===== config.mk =====
export PLATFORM = sky130hd
export DESIGN_NAME = ledstrip_glyph_scroller
export DESIGN_NICKNAME = d
export VERILOG_FILES = /design/src/rtl/ledstrip_pkg.sv /design/src/rtl/ledstrip_glyph_scroller.sv
export SDC_FILE = /design/constraint.sdc
export NUM_CORES = 1
export LEC_CHECK = 0
export ABC_CLOCK_PERIOD_IN_PS = 2100
export CAP_MARGIN = 15
export CORE_MARGIN = 10
export CORE_UTILIZATION = 45
export DETAILED_ROUTE_END_ITERATION = 12
export PLACE_DENSITY = 0.77
export SYNTH_ARGS = -nofsm -noshare
export SYNTH_HDL_FRONTEND = slang
export SYNTH_SLANG_ARGS = --single-unit

===== constraint.sdc =====
create_clock -name clk -period 2.1 [get_ports clk]
set_clock_uncertainty 0.2 [all_clocks]
set_input_delay 0.315 -clock clk [delete_from_list [all_inputs] [get_ports clk]]
set_output_delay 0.315 -clock clk [all_outputs]
set_load 0.005 [all_outputs]

===== src/rtl/ledstrip_pkg.sv =====
// Shared ledstrip types and constants.
// Used by the glyph scroller and the pixel driver.
package ledstrip_pkg;

    localparam int LS_ROWS   = 7;
    localparam int LS_COLS   = 5;
    localparam int LS_ADDR_W = 7;

    typedef enum logic [1:0] {
        IDLE,
        FETCH,
        SHIFT,
        GAP
    } ls_state_t;

endpackage


===== src/rtl/ledstrip_glyph_scroller.sv =====
// Fetches a 5x7 glyph from the char ROM and streams it out column by column.
// Define LEDSTRIP_SCROLL_GAP_EN to append one blank column after each glyph.
module ledstrip_glyph_scroller
    import ledstrip_pkg::*;
#(
    parameter int ROWS   = LS_ROWS,
    parameter int COLS   = LS_COLS,
    parameter int ADDR_W = LS_ADDR_W
) (
    input  logic                   clk,
    input  logic                   rst_n,
    input  logic [ADDR_W-1:0]      char_in,
    input  logic                   char_valid,
    output logic                   char_ready,
    output logic [ADDR_W-1:0]      rom_addr,
    input  logic [ROWS*COLS-1:0]   rom_data,
    output logic [ROWS-1:0]        col_data,
    output logic                   col_valid,
    input  logic                   col_ready,
    output logic                   busy
);

    localparam int GLYPH_W = ROWS * COLS;
    localparam int CNT_W   = (COLS > 1) ? $clog2(COLS) : 1;
    localparam logic [CNT_W-1:0] LAST = CNT_W'(COLS - 1);

    ls_state_t            state_q, state_d;
    logic [ADDR_W-1:0]    char_q;
    logic [GLYPH_W-1:0]   glyph_q;
    logic [CNT_W-1:0]     col_cnt;
    logic                 last;

    assign last     = (col_cnt == LAST);
    assign rom_addr = char_q;
    assign busy     = (state_q != IDLE);

    always_ff @(posedge clk or negedge rst_n) begin
        if (!rst_n) begin
            state_q <= IDLE;
            char_q  <= '0;
            glyph_q <= '0;
            col_cnt <= '0;
        end else begin
            state_q <= state_d;
            if (state_q == IDLE && char_valid)
                char_q <= char_in;
            if (state_q == FETCH) begin
                glyph_q <= rom_data;
                col_cnt <= '0;
            end
            if (state_q == SHIFT && col_ready && !last)
                col_cnt <= col_cnt + 1'b1;
        end
    end

    always_comb begin
        state_d    = state_q;
        char_ready = 1'b0;
        col_valid  = 1'b0;
        col_data   = '0;
        unique case (state_q)
            IDLE: begin
                char_ready = 1'b1;
                if (char_valid)
                    state_d = FETCH;
            end
            FETCH: state_d = SHIFT;
            SHIFT: begin
                col_valid = 1'b1;
                col_data  = glyph_q[ROWS*int'(col_cnt) +: ROWS];
                if (col_ready && last) begin
`ifdef LEDSTRIP_SCROLL_GAP_EN
                    state_d = GAP;
`else
                    state_d = IDLE;
`endif
                end
            end
            GAP: begin
                // Blank spacer column between glyphs
                col_valid = 1'b1;
                if (col_ready)
                    state_d = IDLE;
            end
            default: state_d = IDLE;
        endcase
    end

endmodule


* Yosys cells after proc, flatten, opt, wreduce, memory -nomap -nowiden
Cells that the tools add are included.
** Storage, ports and cells
- Register bits after elaboration :: 47
- Bits in latches :: 0
- Bits in writable memories :: 0
- ROM bits :: 0
- Bits of input ports :: 46
- Output and inout port bits :: 17
- Memories :: 0
** Operators by class
- $add $sub $neg :: 1
- $mul :: 1
- Div/mod/pow operators :: 0
- $lt $le $gt $ge :: 0
- Equality and inequality tests :: 7
- Shifts and indexed selects :: 1
- Muxes and demuxes :: 9
- Bitwise gates (word level) :: 0
- Reductions and logical operators :: 10
** Operator list (count)
- $shiftx 35x7->7 :: 1
- $pmux 2 s4 :: 1
- $mux 7 :: 1
- $mul 3x3->6 const A :: 1
- $mux 2 :: 3
- $mux 3 :: 2
- $eq 2x2->1 const B :: 2
- $logic_and 1x1->1 :: 4
- $ne 2x2->1 const B :: 2
- $reduce_bool 2->1 :: 2
- $add 3x1->3 const B :: 1
- $eq 3x3->1 const B :: 1
- $reduce_and 3->1 :: 1
- $eq 2x1->1 const B :: 1
- $logic_not 2->1 :: 1
- $mux 1 :: 2
- $ne 2x1->1 const B :: 1
- $reduce_or 2->1 :: 1
- $logic_not 1->1 :: 1

* Logic depth before layout (Yosys ltp)
Gate-level depths: netlist of run 1.
- Depth after elaboration :: 4
- Gate-level depth with buffers :: 7
- Depth with buffers taken out :: 5

* Least setup slack after synthesis of run 1
OpenSTA, ideal clock, no wires.
- Kind :: register to output
- From :: register col_cnt[0]
- To :: output port col_data[5]
- Arrival time :: 1.333 ns
- Path slack :: 0.252 ns
- Cell stages (with the launch flop) :: 5
- Path buffers :: 1
- Cells stage by stage :: dfrtp_1 or4b_1 buf_2 o22ai_1 a21o_1
** Between the ends
- Word-level cells in the longest chain between the ends :: 3
** RTL lines
- from (decl) :: line ledstrip_glyph_scroller.sv:30 : logic [CNT_W-1:0] col_cnt;
- from (signal assigned) :: line ledstrip_glyph_scroller.sv:52 : col_cnt <= col_cnt + 1'b1;
- $mul 3x3->6 :: line ledstrip_glyph_scroller.sv:70 : col_data = glyph_q[ROWS*int'(col_cnt) +: ROWS];
- $shiftx 35x7->7 :: line ledstrip_glyph_scroller.sv:70
- $mux 7 :: line ledstrip_glyph_scroller.sv:61 : unique case (state_q)
- to (decl) :: line ledstrip_glyph_scroller.sv:17 : output logic [ROWS-1:0] col_data,
No other way between the ends.

* Worst setup path after layout of run 1
Ends and elaborated chain as after synthesis.

==> qor.yml, run 1 <==
final_common_cell: "clkdlybuf4s50_1"
drive_gt1_share_pct: 33.6
cts-root-buf: "clkbuf_8"
violations: "setup timing"
syn-cell-area_sq_um: 2160
synth_mux_area_share_pct: 28.4
wl_per_cell_microns: 18.4
cp_max_fo: 5
setup_viol: 7
final_nets: 285
final_cell_mix: "53 x clkdlybuf4s50_1, 47 x dfrtp_1, 35 x mux2_2, 14 x mux2i_1, 12 x buf_4"
synth_top_family_by_area: "multiplexers"
vdd_drop_max_uv: 629
synth_area_per_cell_sq_um: 13.4
synth_compound_area_share_pct: 7.48
insertion_delay_ns: 0.30
drt_wl_total_mm: 5.38
r2r_slack_ns: 0.33
critPathMaxStageDelay_ns: 0.61
dieHeight_microns: 89.2
htree_levels: 2
syn_inst: 161
synth_nets: 209
worstMarginPinSlew_ns: 0.510
drc: 0
clock_path_buffers: 2
post-route-min-period_ns: 2.29
worst-path-buf-inv: 2
crit_family: "simple AND/OR/NAND/NOR gates"
synth_edf_count: 0
port_buffers: 62
ys.flop_type: "dfrtp_1"
fp.dieW_microns: 89.2
cts_buffers: 5
path_cells: "or4b_4 -> buf_6 -> o22ai_2 -> a21o_1 -> buf_2"
grt_overflow: 0
vias: 1553
fin_ws_ns: -0.193
antenna_found_initial: 0
hold_class: "reg2reg"
ys_seq_elements: 47
diodes: 0
cts_tree: "built"
maxSlewViolCount: 0
rows: 25
finalInstanceArea_sq_um: 3080
synth-simple-area-share_pct: 4.64
maxSlewHeadroom_pct: 66.0
hold_ws_ns: 0.295
rsz0062_at_grt: "true"
async_flop_share_pct: 100
grt_usage_pct: 14.4
seq_area_frac_synth_pct: 54.5
period_share_pct: 109
cts_sinks: 47
clk_pin_slew_ns: 0.09
initial_core_util_pct: 46.0
n_fill_cell: 369
syn2layout_area_growth_pct: 42.8
dieArea_sq_um: 7960
first_global_vias: 1707
firstDrtPassIters: 4
coreArea_sq_um: 4690
tns_ns: -1.02
cp-start-kind: "flip-flop"
leakage_nw: 1.36
crit_path_top_delay_cell: "or4b_4"
synth_warnings: 0
status: "finished with violations"
endpoint_kind: "primary output"
drtIter0Drc: 52
io_pins: 63
placed_area_sq_um: 2890
powerDensity_nw_per_um2: 1410
arrival_ns: 1.78
hold_viol_final: 0
gp_congestion: 0.802
avgViaCountPerCell: 5.32
cap_viol_max_count: 0
synthAdderAreaFrac_pct: 1.16
place_hpwl_mm: 3.99
path_class: "reg2out"
synthXorXnorAreaFrac_pct: 0
route.antenna.remaining_nets: 0
grt_max_degree: 24
crit_required_ns: 1.58
yosysUniqueCellTypes: 27
grt_pass1_wl_mm: 8.71
fmax_ghz: 0.436
-- logic make-up after synthesis --
kind of cell	Yosys count
AND/OR/NAND/NOR	18
flip-flops	47
multiplexers	56
buffers and inverters	15
adder cells (fa/ha/maj)	2
AO/OA/AOI/OAI	23
-- worst paths after layout --
check                            start           to  cells past startpoint
hold / removal             glyph_q[19]  glyph_q[19]                      1
hold reg to reg            glyph_q[19]  glyph_q[19]                      1
setup reg to reg            state_q[0]  rom_addr[6]                      4
setup / recovery            col_cnt[0]  col_data[5]                      5
max in group asynchronous        rst_n   glyph_q[8]                      3
min in group asynchronous        rst_n   glyph_q[0]                      2
-- metal layers --
layer | track usage (%) | vias to the layer above | wire (microns)
met5 | 0 | - | 0
met1 | 16.8 | 773 | 2200
li1 | - | 729 | -
met4 | 4.91 | 0 | 73
met2 | 24.5 | 44 | 2790
met3 | 4.47 | 7 | 309
-- final cells by class --
type	count	area [sq um]	share of cell area (%)
timing repair buffer	81	759	24.7
tap	54	67.6	2.19
sequential	47	1180	38.2
multi-input combinational	99	970	31.5
clock inverter	2	13.8	0.447
inverter	3	11.3	0.366
clock buffer	6	82.6	2.68
-- Yosys cell counts, drive strengths merged (2+ instances only) --
library cell	number	area share (%)
a21o	8	2.8
a31oi	2	0.58
and2	2	0.58
buf	10	2.9
clkbuf	2	0.35
dfrtp	47	55
ha	2	1.2
inv	3	0.52
mux2	42	22
mux2i	14	6.5
nand2	6	1.0
nor2	3	0.52
nor3	2	0.46
o22ai	7	2.0
-- report_power, final --
part	switching (mW)	internal [mW]	total, mW
clock network	0.315	0.269	0.585
logic	0.890	1.28	2.17
registers	0.233	1.36	1.60
-- repair_timing --
item / in CTS / in global routing
resized for setup: 42 / 3
hold buffers: 1 / 0
setup buffers: 5 / 1
setup endpoints to repair: 8 / 8
pin swaps: 7 / 4
hold endpoints to repair: 21 / 0
-- flip-flops by register name, indices dropped and copies added, names as in the netlist --
register and cells:
glyph_q 35, rom_addr 7, col_cnt 3, state_q 2
-- worst register-to-register path, delay by kind of cell (launching register included) --
family / cells / cell delay [ns]
muxes: 1 / 0.38
buffers and inverters: 1 / 0.18
DFF: 1 / 0.40
and+or+nand+nor: 2 / 0.51
-- stage by stage --
| step | utilization (%) | power, mW | setup WS [ns] | cells |
|---|---|---|---|---|
| 3_3_place_gp | 61.5 | 3.55 | -0.282 | 278 |
| 4_1_cts | 65.2 | 4.35 | -0.193 | 291 |
| 5_1_grt | 65.7 | 4.66 | -0.258 | 292 |
| 2_1_floorplan | - | 2.75 | 0.252 | 161 |
| 6_report | 65.7 | 4.35 | -0.193 | 292 |
| 3_5_place_dp | 61.5 | 3.62 | -0.296 | 278 |
Note: power is estimated with default switching activity, not from simulation.
==> inputs of run 2 (changes only) <==
--- a/config.mk
+++ b/config.mk
@@ -7,10 +7,12 @@
 export LEC_CHECK = 0
 export ABC_CLOCK_PERIOD_IN_PS = 2100
 export CAP_MARGIN = 15
+export CELL_PAD_IN_SITES_DETAIL_PLACEMENT = 1
+export CELL_PAD_IN_SITES_GLOBAL_PLACEMENT = 2
 export CORE_MARGIN = 10
-export CORE_UTILIZATION = 45
+export CORE_UTILIZATION = 31
 export DETAILED_ROUTE_END_ITERATION = 12
-export PLACE_DENSITY = 0.77
+export PLACE_DENSITY_LB_ADDON = 0.1
 export SYNTH_ARGS = -nofsm -noshare
 export SYNTH_HDL_FRONTEND = slang
 export SYNTH_SLANG_ARGS = --single-unit
==> qor.yml, run 2 (synthesis results as in run 1) <==
regArea_sq_um: 1180
arrival_ns: 1.78
final_cell_mix: "54 x clkdlybuf4s50_1, 47 x dfrtp_1, 35 x mux2_2, 14 x mux2i_1, 12 x buf_4"
htree_levels: 2
maxSlewHeadroom_pct: 60.6
pre_cts_slack_ns: -0.270
drive_gt1_share_pct: 32.1
rsz0062_at_grt: "true"
cap_viol_max_count: 0
regToRegStartpoint: "state_q[0]"
period_share_pct: 109
final_common_cell: "clkdlybuf4s50_1"
timing.rr.end: "rom_addr[5]"
vias: 1547
antenna_found_initial: 0
dieHeight_microns: 103
p_total_mw: 4.37
critPathMaxStageDelay_ns: 0.60
pwr-share-seq_pct: 36.5
endpoint_kind: "primary output"
largest-register: "glyph_q"
avgViaCountPerCell: 4.69
path_class: "reg2out"
status: "finished with violations"
dieArea_sq_um: 10700
crit_path_top_delay_cell: "or4b_4"
post-route-min-period_ns: 2.29
worst-path-buf-inv: 2
route.antenna.remaining_nets: 0
comb_power_share_pct: 48.6
powerDensity_nw_per_um2: 1410
largest_reg_flops: 35
final_util_pct: 45.7
p_sw_share_pct: 32.3
hp-start: "glyph_q[2]"
crit_required_ns: 1.58
wl_per_cell_microns: 17.7
diodes: 0
p_int_mw: 2.96
reg2regPathDepth: 4
insertion_delay_ns: 0.30
cp_max_fo: 4
cp-start-kind: "flip-flop"
place_hpwl_mm: 4.45
grt_max_degree: 37
grt_usage_pct: 11.8
multiInputGateArea_sq_um: 962
dp_cells: 319
maxSlewViolCount: 0
crit_family: "simple AND/OR/NAND/NOR gates"
violations: "setup timing"
clock_path_buffers: 2
holdPathStages: 1
setup_viol: 7
initial_core_util_pct: 31.7
leakage_nw: 1.33
io_pins: 63
drt_wl_total_mm: 5.86
clk_pin_slew_ns: 0.09
worstMarginPinSlew_ns: 0.590
cts-root-buf: "clkbuf_8"
syn2layout_area_growth_pct: 44.1
r2r_slack_ns: 0.34
min_to: "glyph_q[2]"
drtIter0Drc: 31
drc: 0
gp_congestion: 0.708
grt_overflow: 0
path_cells: "or4b_4 -> buf_6 -> o22ai_2 -> a21o_1 -> buf_2"
first_global_vias: 1877
hold_class: "reg2reg"
hold_viol_final: 0
port_buffers: 62
grt_pass1_wl_mm: 9.54
p_clk_share_pct: 14.9
fin_ws_ns: -0.191
cts_sinks: 47
final_nets: 282
cts_tree: "built"
fmax_ghz: 0.437
fp.dieW_microns: 103
vdd_drop_max_uv: 542
n_fill_cell: 711
tns_ns: -1.24
layout.cells.non_filler: 330
switching_power_mw: 1.41
coreArea_sq_um: 6790
rows: 30
cts_buffers: 5
firstDrtPassIters: 4
-- run 2: repair_timing --
action	4_1_cts	5_1_grt
gates resized for setup	38	2
hold buffers	1	0
hold endpoints to repair	24	0
endpoints found under the setup margin	9	9
pin swaps	2	1
setup buffers	4	0
-- run 2: area by class of cell --
cell class	count	share of cell area (%)
inverter	3	0.362
timing repair buffer	78	23.6
tap	96	3.86
clock inverter	2	1.21
clock buffer	5	2.21
multi-input combinational	99	31.0
sequential	47	37.8
-- run 2: how the worst max path moves through the flow --
stage / startpoint / end / cells after the start
after floorplan: col_cnt[0] / col_data[5] / 4
final: col_cnt[0] / col_data[5] / 5
after global placement: col_cnt[0] / col_data[5] / 5
after global routing: col_cnt[0] / col_data[6] / 5
after CTS: col_cnt[2] / col_data[5] / 6
after detailed placement: col_cnt[0] / col_data[5] / 5
-- run 2: layer usage --
| metal | track usage, % | part of all wire, % |
|---|---|---|
| met2 | 22.4 | 55 |
| met5 | 0 | 0 |
| met3 | 3.26 | 4.1 |
| met1 | 12.2 | 39 |
| met4 | 3.21 | 1.1 |
-- run 2: worst reg2reg max path: cells and delay by family, from the launching register on --
family        cells  cell delay, ns
flops             1            0.39
simple gates      2            0.49
mux               1            0.39
buf+inv           1            0.18
-- run 2: through the flow --
stage	hold slack [ns]	cell area, sq um
after global placement	0.146	2950
after CTS	0.304	3110
after detailed placement	0.153	2950
after global routing	0.322	3110
after floorplan	-0.181	2160
final	0.295	3110
-- run 2: power by group through the flow --
| stage | combinational [mW] | sequential (mW) | clock, mW |
|---|---|---|---|
| after floorplan | 1.18 | 1.57 | 0 |
| after global placement | 1.99 | 1.59 | 0 |
| after detailed placement | 2.07 | 1.62 | 0 |
| after CTS | 2.18 | 1.60 | 0.681 |
| after global routing | 2.33 | 1.67 | 0.719 |
| final | 2.13 | 1.59 | 0.652 |
==> inputs of run 3 (changes only) <==
--- a/config.mk
+++ b/config.mk
@@ -16,3 +16,4 @@
 export SYNTH_ARGS = -nofsm -noshare
 export SYNTH_HDL_FRONTEND = slang
 export SYNTH_SLANG_ARGS = --single-unit
+export TNS_END_PERCENT = 10
==> results of run 3 <==
Final layout, timing and power as in run 2 (identical DEF).
